$ cat src/rtl/fft16_pkg.sv
// Shared constants and state type for the 16-point FFT front end.
package fft16_pkg;
  localparam int N_POINTS      = 16;
  localparam int QUAD_LANES    = 4;
  localparam int CNT_W         = 4;
  localparam int SEL_W         = 2;
  localparam int WORD_SIZE_DEF = 16;

  typedef enum logic [1:0] {
    IDLE  = 2'd0,
    FILL  = 2'd1,
    DRAIN = 2'd2
  } state_e;
endpackage

$ cat src/rtl/fft16_quad_loader.sv
// Single-buffer frame loader: collects 16 serial samples, then replays them as
// radix-4 quads (x[q], x[q+4], x[q+8], x[q+12]) with a rotating mux select.
module fft16_quad_loader
  import fft16_pkg::*;
#(
  parameter int WORD_SIZE = WORD_SIZE_DEF
) (
  input  logic                 clk,
  input  logic                 rst_n,
  input  logic [WORD_SIZE-1:0] in_data,
  input  logic                 in_valid,
  output logic                 in_ready,
  output logic [WORD_SIZE-1:0] out_a,
  output logic [WORD_SIZE-1:0] out_b,
  output logic [WORD_SIZE-1:0] out_c,
  output logic [WORD_SIZE-1:0] out_d,
  output logic [SEL_W-1:0]     out_sel,
  output logic                 out_valid,
  input  logic                 out_ready,
  output logic                 out_last
);

  state_e               state_q, state_d;
  logic [CNT_W-1:0]     wr_cnt_q, wr_cnt_d;
  logic [CNT_W-1:0]     beat_q, beat_d;
  logic [WORD_SIZE-1:0] mem_q [N_POINTS];
  logic                 wr_en;

  logic                 drain;
  logic [SEL_W-1:0]     quad;
  logic [WORD_SIZE-1:0] lane [QUAD_LANES];

  always_comb begin
    state_d  = state_q;
    wr_cnt_d = wr_cnt_q;
    beat_d   = beat_q;
    wr_en    = 1'b0;
    unique case (state_q)
      IDLE: state_d = FILL;
      FILL: begin
        if (in_valid) begin
          wr_en    = 1'b1;
          wr_cnt_d = wr_cnt_q + 1'b1;
          if (wr_cnt_q == CNT_W'(N_POINTS - 1)) state_d = DRAIN;
        end
      end
      DRAIN: begin
        if (out_ready) begin
          beat_d = beat_q + 1'b1;
          if (beat_q == CNT_W'(N_POINTS - 1)) state_d = FILL;
        end
      end
      default: state_d = IDLE;
    endcase
  end

  always_ff @(posedge clk or negedge rst_n) begin
    if (!rst_n) begin
      state_q  <= IDLE;
      wr_cnt_q <= '0;
      beat_q   <= '0;
    end else begin
      state_q  <= state_d;
      wr_cnt_q <= wr_cnt_d;
      beat_q   <= beat_d;
    end
  end

  always_ff @(posedge clk or negedge rst_n) begin
    if (!rst_n) begin
      for (int i = 0; i < N_POINTS; i++) mem_q[i] <= '0;
    end else if (wr_en) begin
      mem_q[wr_cnt_q] <= in_data;
    end
  end

  // All outputs decode from registered state; nothing combinational from the handshake inputs.
  assign drain = (state_q == DRAIN);
  assign quad  = beat_q[CNT_W-1:SEL_W];

  for (genvar j = 0; j < QUAD_LANES; j++) begin : g_lane
    assign lane[j] = drain ? mem_q[{SEL_W'(j), quad}] : '0;
  end

  assign out_a     = lane[0];
  assign out_b     = lane[1];
  assign out_c     = lane[2];
  assign out_d     = lane[3];
  assign out_sel   = drain ? beat_q[SEL_W-1:0] : '0;
  assign out_valid = drain;
  assign out_last  = drain && (beat_q == CNT_W'(N_POINTS - 1));
  assign in_ready  = (state_q == FILL);

endmodule
$ cat config.mk
export PLATFORM = sky130hd
export DESIGN_NAME = fft16_quad_loader
export DESIGN_NICKNAME = d
export VERILOG_FILES = /design/src/rtl/fft16_pkg.sv /design/src/rtl/fft16_quad_loader.sv
export SDC_FILE = /design/constraint.sdc
export NUM_CORES = 1
export LEC_CHECK = 0
export ABC_AREA = 1
export BUFFER_PORTS_ARGS = -buffer_cell sky130_fd_sc_hd__buf_4
export CAP_MARGIN = 10
export CORE_MARGIN = 2
export CORE_UTILIZATION = 45
export CTS_BUF_LIST = sky130_fd_sc_hd__clkbuf_16
export CTS_CLUSTER_DIAMETER = 120
export DETAILED_ROUTE_END_ITERATION = 10
export SYNTH_ARGS = -nofsm -noshare
export SYNTH_HDL_FRONTEND = slang
export SYNTH_SLANG_ARGS = --single-unit
$ cat constraint.sdc
create_clock -name clk -period 2.1 [get_ports clk]
set_clock_uncertainty 0.2 [all_clocks]
set_input_delay 0.21 -clock clk [delete_from_list [all_inputs] [get_ports clk]]
set_output_delay 0.21 -clock clk [all_outputs]
set_load 0.02 [all_outputs]
# Word-level counts from Yosys, hierarchy flattened

Index checks and enable logic that the tools add are counted.
W data, S select, Z words.

Register bits after elaboration: 266
Input port bits: 20
Logic and storage cells: 73

Reduce and logical (&&, ||, !) cells: 6
Bitwise gates (word level): 5
Equal/unequal tests: 8
Muxes and demuxes: 27
$lt $le $gt $ge: 6
Add/subtract/negate cells: 2

Operators with widths:

| kind                  | number |
|---|---|
| $bmux W16 S4          | 4 |
| $bwmux W256           | 1 |
| $mux W16              | 13 |
| $demux W16 S4         | 1 |
| $ge A5 B5 Y1 const B  | 5 |
| $not A4 Y5            | 3 |
| $mux W2               | 5 |
| $add A4 B1 Y4 const B | 2 |
| $eq A4 B4 Y1 const B  | 2 |
| $pmux W2 S3           | 1 |
| $lt A5 B1 Y1 const B  | 1 |
| $not A2 Y5            | 1 |
| $not A3 Y5            | 1 |
| $ne A2 B1 Y1 const B  | 2 |
| $ne A2 B2 Y1 const B  | 2 |
| $reduce_and A2 Y1     | 2 |
| $reduce_and A4 Y1     | 1 |
| $eq A2 B1 Y1 const B  | 1 |
| $eq A2 B2 Y1 const B  | 1 |
| $logic_and A1 B1 Y1   | 2 |
| $logic_not A2 Y1      | 1 |
| $mux W1               | 2 |

# Depth between registers and ports, before layout

Gate-level depths: netlist (run 1).

Depth after elaboration: 6
Gate-level depth with buffers: 8
Mapped depth without buffers: 7

# Worst setup path after synthesis (run 1)

OpenSTA, ideal clock, no wires.

Path type: flip-flop to output port
Start: reg beat_q[3]
End: out out_a[0]
Setup slack: 0.326 ns
Buffers on the path: 2
Data required time: 1.690 ns
Cell stages (with the launch flop): 6
Arrival time: 1.364 ns
Cells stage by stage: dfrtp_1 -> inv_1 -> buf_2 -> buf_1 -> nand3_1 -> a21oi_1

Cells in the longest elaborated chain, start to end: 5

Ends and longest elaborated chain:

| item                                         | line                    | source |
|---|---|---|
| start, declared                              | fft16_quad_loader.sv:25 | `logic [CNT_W-1:0] beat_q, beat_d;` |
| start signal, assigned                       | fft16_quad_loader.sv:65 | `beat_q <= beat_d;` |
| $not A2 Y5 (not written as such)             | fft16_quad_loader.sv:82 | `assign lane[j] = drain ? mem_q[{SEL_W'(j), quad}] : '0;` |
| $bmux W16 S4                                 | fft16_quad_loader.sv:82 |  |
| $mux W16 (not written as such) (2 in series) | fft16_quad_loader.sv:82 |  |
| $mux W16                                     | fft16_quad_loader.sv:82 |  |
| end, declared                                | fft16_quad_loader.sv:13 | `output logic [WORD_SIZE-1:0] out_a,` |

No other way between the ends. The select of a mux whose other input is x is not followed.

# Worst setup path in the final report (run 1)

Start: reg beat_q[2]
End: out out_a[3]

The elaborated chain is that of the path after synthesis.

==> results of run 1 <==
cell usage in the layout, fill, tap and decap left out, types with 21 or more instances in the layout:
cell type / synthesis / final
a21oi_1: 64 / 28
a21oi_2: 0 / 36
buf_4: 12 / 93
clkbuf_16: 0 / 32
dfrtp_1: 266 / 264
inv_1: 280 / 284
nand2_1: 941 / 917
nand2_2: 7 / 21
nand3_1: 163 / 133
nand3_2: 0 / 30
o21ai_0: 53 / 53
where the power goes:
part | leakage, nW | switching, mW | internal (mW)
Clock | 0.455 | 2.06 | 2.63
Combinational | 5.05 | 5.70 | 3.19
Sequential | 3.31 | 1.10 | 7.28
state kept, by name, indices dropped and copies added, names as in the netlist:
name,flops
beat_q,4
mem_q,256
state_q,2
wr_cnt_q,4
layer usage:
metal | share of wire | up-vias | GRT usage
met4 | 0.027 | 0 | 0.0709
met3 | 0.054 | 64 | 0.0264
met1 | 0.46 | 5664 | 0.360
met5 | 0 | - | 0
met2 | 0.46 | 339 | 0.420
li1 | - | 5836 | -
timing repair:
action | 4_1_cts | 5_1_grt
hold buffers | 20 | 0
resized for setup | 54 | 81
buffers inserted | 4 | 1
cloned | 4 | 1
setup endpoints to repair | 68 | 69
pin swaps | 4 | 15
hold endpoints to repair | 526 | 0
layout make-up:
class / instances / area [µm²] / share of cell area
clock inverters: 23 / 93.8 / 0.00576
clock buffers: 31 / 776 / 0.0476
well taps: 390 / 488 / 0.0300
flip-flops and latches: 266 / 6660 / 0.409
multi-input cells: 1258 / 5620 / 0.345
inverters: 283 / 1070 / 0.0660
repair buffers: 152 / 1570 / 0.0964
logic make-up after synthesis:
logic type / count (synthesis) / share of synthesized area
buf+inv: 405 / 0.120
simple gates: 1134 / 0.337
compound gates: 117 / 0.0434
flops: 266 / 0.493
fa+ha+maj: 5 / 0.00464
xor+xnor: 2 / 0.00130
through the flow:
stage | area (µm²) | setup slack (ps) | utilization
floorplan | 13500 | 326 | -
global placement | 14500 | 260 | 0.492
detailed placement | 14500 | 215 | 0.492
CTS | 16000 | -257 | 0.540
global route | 16300 | -333 | 0.551
finish | 16300 | -274 | 0.551
worst reg2reg max path: stages, from the launching register on:
cell,delay (ps)
dfrtp_1,410
inv_1,110
ha_1,260
nand3_1,190
inv_1,110
nand2_2,270
nand2_1,160
nand2_1,60
how the worst max path moves through the flow:
stage	endpoint	slack [ps]
global placement	mem_q[93]$_DFFE_PN0P_	260
detailed placement	mem_q[94]$_DFFE_PN0P_	210
CTS	out_c[0]	-260
finish	out_a[3]	-270
floorplan	out_a[0]	330
global route	out_b[7]	-330
==> out/results.txt, run 1 <==
Status: complete, but fails checks
Failing checks: setup timing
Share of cells above drive strength 1: 0.142
Cell with the most instances after synthesis: nand2_1
GRT Overall Usage: 0.256
DP HPWL: 22,400 µm
Skew-Pair Late Insertion Delay: 550 ps
Worst setup EP type: primary output
Crit path depth: 5
Avg Cell Area, Syn: 6.99 µm²
Rows: 63
Fillers: 2,765
CTS Buffer Depth: 3
Vias in the first global route: 11,600
WP buf/inv: 2
Syn_nets: 1,954
CP Max Fanout: 55
Non-Filler Instances: 2,403
Worst path arrival time: 1960 ps
GRT Residual Overflow: 0
Pwr Density: 1350 mW/mm²
Synth top area cells: dfrtp_1 (49%), nand2_1 (26%), inv_1 (7.8%)
EDFF count, synth: 0
Setup TNS: -12,410 ps
CP Class: register to primary output
Core box area: 0.0296 mm²
# IOs: 89
Chip Height: 177 µm
Die width: 177 µm
Via density: 4.95
Initial antenna violation count: 0
Worst Max-Slew Pin Slew: 583 ps
Hold_ws: 92.7 ps
DR pass1 iterations: 5
Register-to-register setup slack: 200 ps
Warnings from Yosys: 0
Endpoints failing hold: 0
Family with the most delay on the worst path: flip-flops
Final setup violation count: 65
RSZ-0062 raised after global routing: yes
Clk sinks: 266
CP max stage delay: 540 ps
R2r endpoint: mem_q[175]$_DFFE_PN0P_
Slowest CP cell: dfrtp_4
Worst setup path startpoint: beat_q[2]$_DFFE_PN0P_
Worst r2r path cells: 7
Crit start category: register
Pleak: 8.82 nW
Fin nets: 2,016
Final WL: 39,200 µm
Port bufs: 88
R2R Path Start: wr_cnt_q[1]$_DFFE_PN0P_
Max Slew Vio Count: 0
DR vias: 11,900
Cell chain of the critical path: buf_12 > nand2_1 > nand3_1 > a21oi_1 > buf_4
HP Class: input pin to async pin
Residual DRC: 0
Average wire per standard cell: 16.3 µm
Design Power: 22.0 mW
Post-Synthesis Cells: 1,929
H-tree depth: 1
Setup WS post-layout: -274 ps
Antenna Nets Post-Route: 0
Register area share after synthesis: 0.493
Antenna Cells: 0
Placer Congestion: 0.813
Fmax: 421 MHz
Synth Register Bits: 266
Max_cap viols: 0
VDD IR max: 0.721 mV
Period minus WS final: 2370 ps
Synth top cells by count: nand2_1 (941), inv_1 (280), dfrtp_1 (266), nand3_1 (163)
Yosys cell types: 18
Area grow syn2layout: 20.7%
CTS buffer count: 30
Max-slew headroom: 0.611
Placed cell count: 2,321
Synth area leader: dfrtp_1
Starting Density: 0.456
DRT iter0 DRCs: 883
Mapped cell area: 0.0135 mm²
Clk slew on worst S/H paths: 60 ps
First-pass GRT wire length: 62,900 µm
Async SR Flop Fraction: 1.00
Main flop type after synthesis: dfrtp_1
Worst Path Required: 1690 ps
Period utilisation layout: 1.13
Largest net degree at the start of global routing: 66
Top cell type's share of synthesized area: 0.493
DIE AREA: 0.0314 mm²
CTS root buffer: clkbuf_16
CTS tree: done
Note: power is estimated with default switching activity, not from simulation.
==> run 2: changes to the inputs <==
Settings changed: CORE_MARGIN 2 to 1.
==> run 2 against run 1 <==
Combinational power fell by 11%. Utilization fell by 1.5 points. Worst hold slack improved by 170 ps. The run still ends with setup timing left. Power fell by 2.1%. Setup slack improved by 34 ps. Wire length fell by 1.9%. Cell area fell by 2.8%. Flip-flop and latch count did not move. Via count fell by 1.6%. Critical path depth did not move. Sequential share of layout area rose by 1.2 points. Sequential power barely moved.
==> out/results.txt, run 2 (synthesis results as in run 1) <==
Status: complete, but fails checks
Rows: 63
Chip Height: 175 µm
Non-Filler Instances: 2,403
GRT busiest layer: met2
Final Cell Area: 0.0158 mm²
Port bufs: 88
H-tree depth: 1
Switching Power: 8.42 mW
Average wire per standard cell: 16.0 µm
CTS Buffer Depth: 3
Max FFs per register: 256
Period minus WS final: 2340 ps
Final setup violation count: 65
Met3 usage: 0.0387
Skew-Pair Late Insertion Delay: 560 ps
Largest regs: mem_q (256), beat_q (4), wr_cnt_q (4)
Pleak: 8.71 nW
DP Worst Slack: 246 ps
Grt met1 use: 0.355
DR pass1 iterations: 6
Placed cell count: 2,326
Failing checks: setup timing
Reg power frac: 0.390
Residual DRC: 0
DR vias: 11,700
Worst Path Required: 1690 ps
Logic pwr share: 0.370
Design Power: 21.5 mW
Area grow syn2layout: 17.4%
GRT Overall Usage: 0.261
Endpoints failing hold: 0
Share of cells above drive strength 1: 0.104
Crit start category: register
Placed cell areas: 0.0146 mm²
DIE AREA: 0.0307 mm²
Clk slew on worst S/H paths: 60 ps
Fmax: 427 MHz
DRT iter0 DRCs: 801
CP Class: register to primary output
Initial antenna violation count: 0
Fin nets: 2,014
Max Slew Vio Count: 0
Antenna Cells: 0
Worst setup EP type: primary output
Max-slew headroom: 0.663
Antenna Nets Post-Route: 0
Core box area: 0.0296 mm²
Placer Congestion: 0.791
GR met2 Demand/Resource: 0.429
VDD IR max: 0.608 mV
CTS root buffer: clkbuf_16
Int Power: 13.1 mW
Hold_ws: 267 ps
Period utilisation layout: 1.11
CTS tree: done
GRT Residual Overflow: 0
Pwr Density: 1360 mW/mm²
First-pass GRT wire length: 62,800 µm
Setup TNS: -12,250 ps
Biggest register: mem_q
Setup WS post-layout: -240 ps
Via density: 4.88
Most frequent cells in the layout: nand2_1 (940), inv_1 (282), dfrtp_1 (264), nand3_1 (163), buf_4 (111)
Largest net degree at the start of global routing: 70
HP Class: register to register
Max_cap viols: 0
CTS buffer count: 30
Die width: 175 µm
Clock share of power: 0.240
Vias in the first global route: 11,400
Clk sinks: 266
CP Max Fanout: 69
Worst Max-Slew Pin Slew: 504 ps
Commonest non-fill, non-tap cell in the layout: nand2_1
Starting Density: 0.456
Utilization after layout: 0.536
Final WL: 38,500 µm
Worst path arrival time: 1930 ps
RSZ-0062 raised after global routing: yes
DP HPWL: 22,800 µm
# IOs: 89
Net Sw Frac: 0.392
[run 2: critical path: stages (launching register included)]
cell and delay, ps:
dfrtp_4 530, buf_12 250, nand2_1 100, nand3_1 70
a21oi_1 220, buf_4 190
[run 2: layout make-up]
type / count / area, µm²
Clock inverter: 25 / 180
Inverter: 283 / 1070
Multi-Input combinational cell: 1258 / 5270
Clock buffer: 31 / 776
Tap cell: 390 / 488
Fill cell: 2927 / 13700
Timing Repair Buffer: 150 / 1390
Sequential cell: 266 / 6660
[run 2: power groups by stage]
stage               sequential (mW)  clock, mW  combinational (mW)
CTS                            8.38       5.26                8.00
floorplan                      8.10          0                5.84
detailed placement             8.44          0                7.86
global placement               8.36          0                7.70
finish                         8.38       5.16                7.96
global route                   8.64       5.45                9.23
[run 2: path summary, 6_finish.rpt]
path	start	end	slack, ps	depth (start not counted)
max	beat_q[2]$_DFFE_PN0P_	out_d[13]	-240	5
min	mem_q[70]$_DFFE_PN0P_	mem_q[70]$_DFFE_PN0P_	270	2
max reg2reg	wr_cnt_q[1]$_DFFE_PN0P_	mem_q[175]$_DFFE_PN0P_	250	6
min reg2reg	mem_q[70]$_DFFE_PN0P_	mem_q[70]$_DFFE_PN0P_	270	2
max in group asynchronous	rst_n	mem_q[169]$_DFFE_PN0P_	490	4
min in group asynchronous	rst_n	mem_q[37]$_DFFE_PN0P_	490	3
[run 2: routing by layer]
layer | vias up | part of all wire
li1 | 5841 | -
met1 | 5499 | 0.45
met2 | 314 | 0.46
met3 | 62 | 0.059
met4 | 0 | 0.027
met5 | - | 0
[run 2: timing repair]
action                                 in CTS  in global routing
setup buffers                               1                  0
gates resized for setup                    13                  5
hold buffers                               20                  0
setup endpoints to repair                  68                 65
cloned                                      0                  0
endpoints found under the hold margin     528                  0
